$ cat src/rtl/execute_muldiv.sv
// execute_muldiv: iterative multiply/divide unit with architectural HI/LO.
// MULT/MULTU use radix-2 shift-add, and DIV/DIVU use restoring division.
// Each takes DATA_W iterations plus one sign-fix cycle.
// MTHI/MTLO write in a single cycle from IDLE.
// Optional: define MULDIV_MADD_EN to enable MADD/MADDU (op 6/7).
// These accumulate the product into {HI,LO}.
// Parameter constraints: DATA_W even and >= 8; 2**CNT_W > DATA_W.
module execute_muldiv #(
  parameter int DATA_W = 32,
  parameter int CNT_W  = 6
) (
  input  logic              clock,
  input  logic              reset,
  input  logic              start,
  input  logic [3:0]        op,
  input  logic [DATA_W-1:0] rs_data,
  input  logic [DATA_W-1:0] rt_data,
  input  logic              mf_sel,
  output logic [DATA_W-1:0] mf_result,
  output logic [DATA_W-1:0] hi_o,
  output logic [DATA_W-1:0] lo_o,
  output logic              busy,
  output logic              done,
  output logic              stall
);
  localparam int W = DATA_W;
  localparam logic [3:0] OP_MULT  = 4'd0;
  localparam logic [3:0] OP_MULTU = 4'd1;
  localparam logic [3:0] OP_DIV   = 4'd2;
  localparam logic [3:0] OP_DIVU  = 4'd3;
  localparam logic [3:0] OP_MTHI  = 4'd4;
  localparam logic [3:0] OP_MTLO  = 4'd5;
`ifdef MULDIV_MADD_EN
  localparam logic [3:0] OP_MADD  = 4'd6;
  localparam logic [3:0] OP_MADDU = 4'd7;
`endif
  localparam logic [CNT_W-1:0] LAST = CNT_W'(W - 1);

  typedef enum logic [1:0] {S_IDLE, S_MUL, S_DIV, S_FIX} state_t;

  state_t           state;
  logic [CNT_W-1:0] cnt;
  logic [W-1:0]     hi_q, lo_q;
  logic [2*W-1:0]   prod;     // {upper accumulator, multiplier being shifted out}
  logic [W-1:0]     rem;      // partial remainder (fits W bits after each step)
  logic [W-1:0]     quo;      // dividend shifted out / quotient shifted in
  logic [W-1:0]     opnd;     // multiplicand magnitude (MUL) or divisor magnitude (DIV)
  logic [W-1:0]     a_raw;    // raw dividend, HI result on divide-by-zero
  logic             neg_res;  // negate product / quotient in FIX
  logic             neg_rem;  // negate remainder in FIX (sign of dividend)
  logic             div_zero;
  logic             fix_div;  // FIX is finishing a divide rather than a multiply
`ifdef MULDIV_MADD_EN
  logic             acc_en;   // FIX accumulates into {HI,LO}
  logic             is_madd;
`endif

  logic         is_mul, is_div, is_sgn;
  logic         a_neg, b_neg;
  logic [W-1:0] a_mag, b_mag;

  // Decode the incoming op into path and signedness.
  always_comb begin
    is_mul = (op == OP_MULT) || (op == OP_MULTU);
    is_div = (op == OP_DIV)  || (op == OP_DIVU);
    is_sgn = (op == OP_MULT) || (op == OP_DIV);
`ifdef MULDIV_MADD_EN
    is_madd = (op == OP_MADD) || (op == OP_MADDU);
    if (is_madd)        is_mul = 1'b1;
    if (op == OP_MADD)  is_sgn = 1'b1;
`endif
  end

  assign a_neg = is_sgn & rs_data[W-1];
  assign b_neg = is_sgn & rt_data[W-1];
  assign a_mag = a_neg ? (-rs_data) : rs_data;
  assign b_mag = b_neg ? (-rt_data) : rt_data;

  // One shift-add step: add multiplicand when the low multiplier bit is set, shift right.
  logic [W:0]     mul_sum;
  logic [2*W-1:0] mul_next;
  assign mul_sum  = {1'b0, prod[2*W-1:W]} + {1'b0, (prod[0] ? opnd : '0)};
  assign mul_next = {mul_sum, prod[W-1:1]};

  // One restoring step on the W+1-bit shifted remainder; a successful subtract fits back in W bits.
  logic [W:0]   div_shift;
  logic         div_ge;
  logic [W-1:0] rem_next;
  assign div_shift = {rem, quo[W-1]};
  assign div_ge    = (div_shift >= {1'b0, opnd});
  assign rem_next  = div_ge ? (div_shift[W-1:0] - opnd) : div_shift[W-1:0];

  // Sign-corrected results applied in FIX.
  logic [2*W-1:0] prod_fix;
  logic [W-1:0]   quo_fix, rem_fix;
  assign prod_fix = neg_res ? (-prod) : prod;
  assign quo_fix  = neg_res ? (-quo)  : quo;
  assign rem_fix  = neg_rem ? (-rem)  : rem;

  // Control FSM, iteration datapath and the HI/LO registers.
  always_ff @(posedge clock or negedge reset) begin
    if (!reset) begin
      state    <= S_IDLE;
      cnt      <= '0;
      hi_q     <= '0;
      lo_q     <= '0;
      prod     <= '0;
      rem      <= '0;
      quo      <= '0;
      opnd     <= '0;
      a_raw    <= '0;
      neg_res  <= 1'b0;
      neg_rem  <= 1'b0;
      div_zero <= 1'b0;
      fix_div  <= 1'b0;
`ifdef MULDIV_MADD_EN
      acc_en   <= 1'b0;
`endif
      busy     <= 1'b0;
      done     <= 1'b0;
    end else begin
      done <= 1'b0;
      case (state)
        S_IDLE: begin
          if (start) begin
            if (is_mul) begin
              opnd    <= a_mag;
              prod    <= {{W{1'b0}}, b_mag};
              neg_res <= a_neg ^ b_neg;
              fix_div <= 1'b0;
`ifdef MULDIV_MADD_EN
              acc_en  <= is_madd;
`endif
              cnt     <= '0;
              busy    <= 1'b1;
              state   <= S_MUL;
            end else if (is_div) begin
              opnd     <= b_mag;
              quo      <= a_mag;
              rem      <= '0;
              a_raw    <= rs_data;
              neg_res  <= a_neg ^ b_neg;
              neg_rem  <= a_neg;
              div_zero <= (rt_data == '0);
              fix_div  <= 1'b1;
              cnt      <= '0;
              busy     <= 1'b1;
              state    <= S_DIV;
            end else if (op == OP_MTHI) begin
              hi_q <= rs_data;
            end else if (op == OP_MTLO) begin
              lo_q <= rs_data;
            end
          end
        end
        S_MUL: begin
          prod <= mul_next;
          cnt  <= cnt + CNT_W'(1);
          if (cnt == LAST) state <= S_FIX;
        end
        S_DIV: begin
          rem <= rem_next;
          quo <= {quo[W-2:0], div_ge};
          cnt <= cnt + CNT_W'(1);
          if (cnt == LAST) state <= S_FIX;
        end
        S_FIX: begin
          if (fix_div) begin
            if (div_zero) begin
              lo_q <= '1;
              hi_q <= a_raw;
            end else begin
              lo_q <= quo_fix;
              hi_q <= rem_fix;
            end
          end else begin
`ifdef MULDIV_MADD_EN
            if (acc_en) {hi_q, lo_q} <= {hi_q, lo_q} + prod_fix;
            else        {hi_q, lo_q} <= prod_fix;
`else
            {hi_q, lo_q} <= prod_fix;
`endif
          end
          cnt   <= '0;
          done  <= 1'b1;
          busy  <= 1'b0;
          state <= S_IDLE;
        end
        default: state <= S_IDLE;
      endcase
    end
  end

  assign hi_o      = hi_q;
  assign lo_o      = lo_q;
  assign mf_result = mf_sel ? hi_q : lo_q;
  assign stall     = busy | (start & (is_mul | is_div) & busy);
endmodule
$ cat config.mk
export PLATFORM = sky130hd
export DESIGN_NAME = execute_muldiv
export DESIGN_NICKNAME = d
export VERILOG_FILES = /design/src/rtl/execute_muldiv.sv
export SDC_FILE = /design/constraint.sdc
export NUM_CORES = 1
export LEC_CHECK = 0
export ABC_AREA = 1
export BUFFER_PORTS_ARGS = -buffer_cell sky130_fd_sc_hd__buf_2
export CAP_MARGIN = 20
export CORE_AREA = 2 2 252 316
export DETAILED_ROUTE_END_ITERATION = 7
export DIE_AREA = 0 0 254 318
export MAX_ROUTING_LAYER = met4
export PLACE_DENSITY = 0.55
export RECOVER_POWER = 50
export SYNTH_ARGS = -nofsm -noshare
export SYNTH_HDL_FRONTEND = slang
export SYNTH_SLANG_ARGS = --single-unit
$ cat constraint.sdc
create_clock -name clock -period 3.4 [get_ports clock]
set_input_delay 0.34 -clock clock [delete_from_list [all_inputs] [get_ports clock]]
set_output_delay 0.34 -clock clock [all_outputs]
set_load 0.01 [all_outputs]
==> results_dict.tcl <==
set metrics [dict create \
    slew_headroom -0.108 \
    cp_num_buf_inv 3 \
    hold_start "rs_data[29]" \
    gp_congestion 1.04 \
    synth_nets 3827 \
    layout.nets 3971 \
    grt_first_pass_wirelength_um 167000 \
    cts_inserted_buffers 38 \
    die_h_um 318 \
    final_cell_area_sq_mm 0.0264 \
    ff2ff_setup_slack_ps 440 \
    routedWlPerCell_um 23.6 \
    cap_violations 1 \
    cts_tree "done" \
    synth-seq-cells 270 \
    slowest_stage "dfrtp_1" \
    path_class "flop to flop" \
    clock-sinks 270 \
    via_count 26412 \
    initial_utilization 0.297 \
    synthToLayoutAreaGrowth_pct 14.1 \
    setup_viol 0 \
    hpwl_um 94300 \
    slowest_delay_ps 500 \
    switching_share 0.580 \
    dieArea_sq_mm 0.0808 \
    synth_area_per_cell_sq_um 6.29 \
    clockRootBuffer "clkbuf_16" \
    synthArstFlopShare 1.00 \
    fp.dieW_um 254 \
    cts.clk_slew.worst_paths_ps 60 \
    synthCells 3679 \
    grtUsageTotal 0.289 \
    p_clk_frac 0.126 \
    routed_via_density 5.38 \
    rr_worst_depth 15 \
    net-switching-power_uw 18500 \
    clkLatencyLatePin_ps 590 \
    p_int_uw 13400 \
    grt_start_max_net_pins 73 \
    max_freq_mhz 338 \
    rsz0062_at_grt "no" \
    hold_end "a_raw[29]$_DFFE_PN0P_" \
    cts.path.max_buffers 3 \
    cp.arrival_ps 3410 \
    hold_ws_ps 20.6 \
    hold_class "input pin to flop" \
    drive_gt1_frac 0.0904 \
    crit_path_cell_trace "buf_4, nand2_1, inv_1, ha_1, nand2_1, nor2_1, inv_1, nor2_1, nand2_1, nand2_1, nand2_1, o21ai_0, nand2_1, nand2_1, o22ai_1" \
    finalClockSkew_ps 33.7 \
    synth_edf_count 0 \
    fin_crit_ps 2960 \
    combPwrFrac 0.671 \
    coreArea_sq_mm 0.0780 \
    violations "max-capacitance violations, max-slew violations" \
    crit_path_start_kind "flop" \
    rr_endpoint "prod[62]$_DFFE_PN0P_" \
    antenna_left 0 \
    required_ps 3850 \
    p_leak_uw 0.0129 \
    critPathTopFamily "simple AND/OR/NAND/NOR gates" \
    slew_violations 56 \
    yosys.cell_types.count 55 \
    tightest_slew_ps 1660 \
    dpl-instance-area_sq_mm 0.0253 \
    yosys_warnings 0 \
    reg2reg_from "prod[0]$_DFFE_PN0P_" \
    boundaryPins 171 \
    power_frac_seq 0.203 \
    io_buffers 170 \
    gr-total-overflow 0 \
    hold_depth 3 \
    cts.htree.levels 2 \
    power_density_mw_per_mm2 1210 \
    grt_pass1_vias 25401 \
    vdd_drop_max_uv 517 \
    crit_path_max_fanout 11 \
    drc 0 \
    cpMostUsedCell "nand2_1" \
    status "finished, violations left" \
    std_cell_rows 115 \
    wirelength_um 116000 \
    firstDrtPassIters 6 \
    setup.worst_path.end_class "flop" \
    drt-initial-drc-count 2722 \
    yosysSeqAreaShare 0.292 \
    antenna_found_initial 5 \
    min_period_over_period 0.871 \
    fin_setup_tns_ps 0 \
    synth_area_sq_mm 0.0231 \
    hold_violations 0 \
    synth-main-ff-cell "dfrtp_1" \
    power_uw 32000 \
]
-- cell usage after synthesis, types with 5 or more instances --
cell type,n,area share
a21oi_1,225,0.049
a22oi_1,19,0.0062
a31oi_1,9,0.0024
buf_1,13,0.0021
buf_2,55,0.012
buf_4,5,0.0016
buf_6,7,0.0034
clkbuf_1,52,0.0084
dfrtp_1,270,0.29
ha_1,74,0.040
inv_1,412,0.067
inv_2,17,0.0028
mux2_2,18,0.0088
nand2_1,999,0.16
nand2_2,10,0.0027
nand3_1,332,0.072
nand3b_1,7,0.0023
nand4_1,50,0.014
nor2_1,505,0.082
nor2_2,12,0.0032
nor2_4,6,0.0029
nor3_1,33,0.0071
nor4_1,5,0.0014
o211ai_1,15,0.0049
o21a_1,6,0.0019
o21ai_0,234,0.051
o21ai_1,76,0.016
o21bai_1,6,0.0019
o221ai_1,43,0.016
o221ai_2,15,0.0097
o22ai_1,30,0.0081
o31ai_1,5,0.0016
xnor2_1,22,0.0083
xor2_1,55,0.021
-- timing repair --
action / CTS / global route
endpoints found under the hold margin: 53 / 0
buffers inserted: 0 / 0
hold buffers: 1 / 0
resized for setup: 0 / 0
-- power by group through the flow --
stage	combinational, uW	sequential, uW	clock [uW]
after detailed placement	21000	6450	0
after global placement	21000	6430	0
final	21400	6480	4030
after global routing	23400	6590	4180
after floorplan	13800	5850	0
after CTS	21000	6410	4060
-- cells by family (layout without fill, tap and decap cells) --
family                   Yosys count  in the layout  share of synthesized area
flip-flops                       270            270                      0.292
other                              0              2                          0
buffers and inverters            563            735                     0.0975
XOR/XNOR                          77             77                     0.0291
multiplexers                      18             18                    0.00876
AND/OR/NAND/NOR                 1979           1979                      0.356
AO/OA/AOI/OAI                    696            696                      0.175
adder cells (fa/ha/maj)           76             76                     0.0417
-- how the worst max path moves through the flow --
stage | cells past startpoint | endpoint | slack, ps | start
6_report | 15 | prod[62]$_DFFE_PN0P_ | 440 | prod[0]$_DFFE_PN0P_
3_3_place_gp | 15 | prod[62]$_DFFE_PN0P_ | 490 | prod[0]$_DFFE_PN0P_
2_1_floorplan | 18 | prod[52]$_DFFE_PN0P_ | 1100 | prod[0]$_DFFE_PN0P_
3_5_place_dp | 15 | prod[62]$_DFFE_PN0P_ | 510 | prod[0]$_DFFE_PN0P_
4_1_cts | 15 | prod[62]$_DFFE_PN0P_ | 480 | prod[0]$_DFFE_PN0P_
5_1_grt | 3 | rem[10]$_DFFE_PN0P_ | 270 | reset
-- placed cells by master, fill, tap and decap left out, types with 10 or more instances in the layout --
cell       count
clkbuf_1      55
o21ai_0      234
buf_2        121
nor3_1        33
ha_1          73
o221ai_2      15
inv_2         18
o22ai_1       30
a21oi_1      225
nand3_1      332
clkbuf_16     38
xnor2_1       22
inv_1        411
xor2_1        55
dfrtp_1      269
nor2_2        13
o221ai_1      43
mux2_2        18
o21ai_1       76
buf_4         59
a22oi_1       19
nor2_1       504
nand2_1      999
nand2_2       10
nand4_1       50
o211ai_1      15
-- flip-flops by register name, indices dropped and copies added, names as in the netlist, 2 cells and up --
signal and cells:
a_raw 32, cnt 6, prod 64, state 2, quo 32, hi_o 32
opnd 32, lo_o 32, rem 32
-- area by class of cell --
type,count,area [sq um]
fill,8868,51600
antenna,2,5.00
tap,1053,1320
clock inverter,14,125
timing repair buffer,236,1340
inverter,431,1620
multi-input combinational,2846,14100
clock buffer,54,1100
sequential,270,6760
-- metal layers --
metal | share of wire | global-route usage
met2 | 0.47 | 0.464
met5 | 0 | -
met3 | 0.059 | 0.0303
met4 | 0.082 | 0.197
met1 | 0.39 | 0.341
-- metrics by stage --
step,setup slack (ps),util,cells
finish,440,0.339,4906
global route,274,0.339,4906
CTS,480,0.340,4904
detailed placement,512,0.324,4835
global placement,486,0.324,4835
floorplan,1100,-,3679
-- worst min-delay path, delay by kind of cell --
family                 cells  cell delay [ps]
buffers and inverters      1              100
AND/OR/NAND/NOR            1               50
AO/OA/AOI/OAI              1               70
Note: power is estimated with default switching activity, not from simulation.
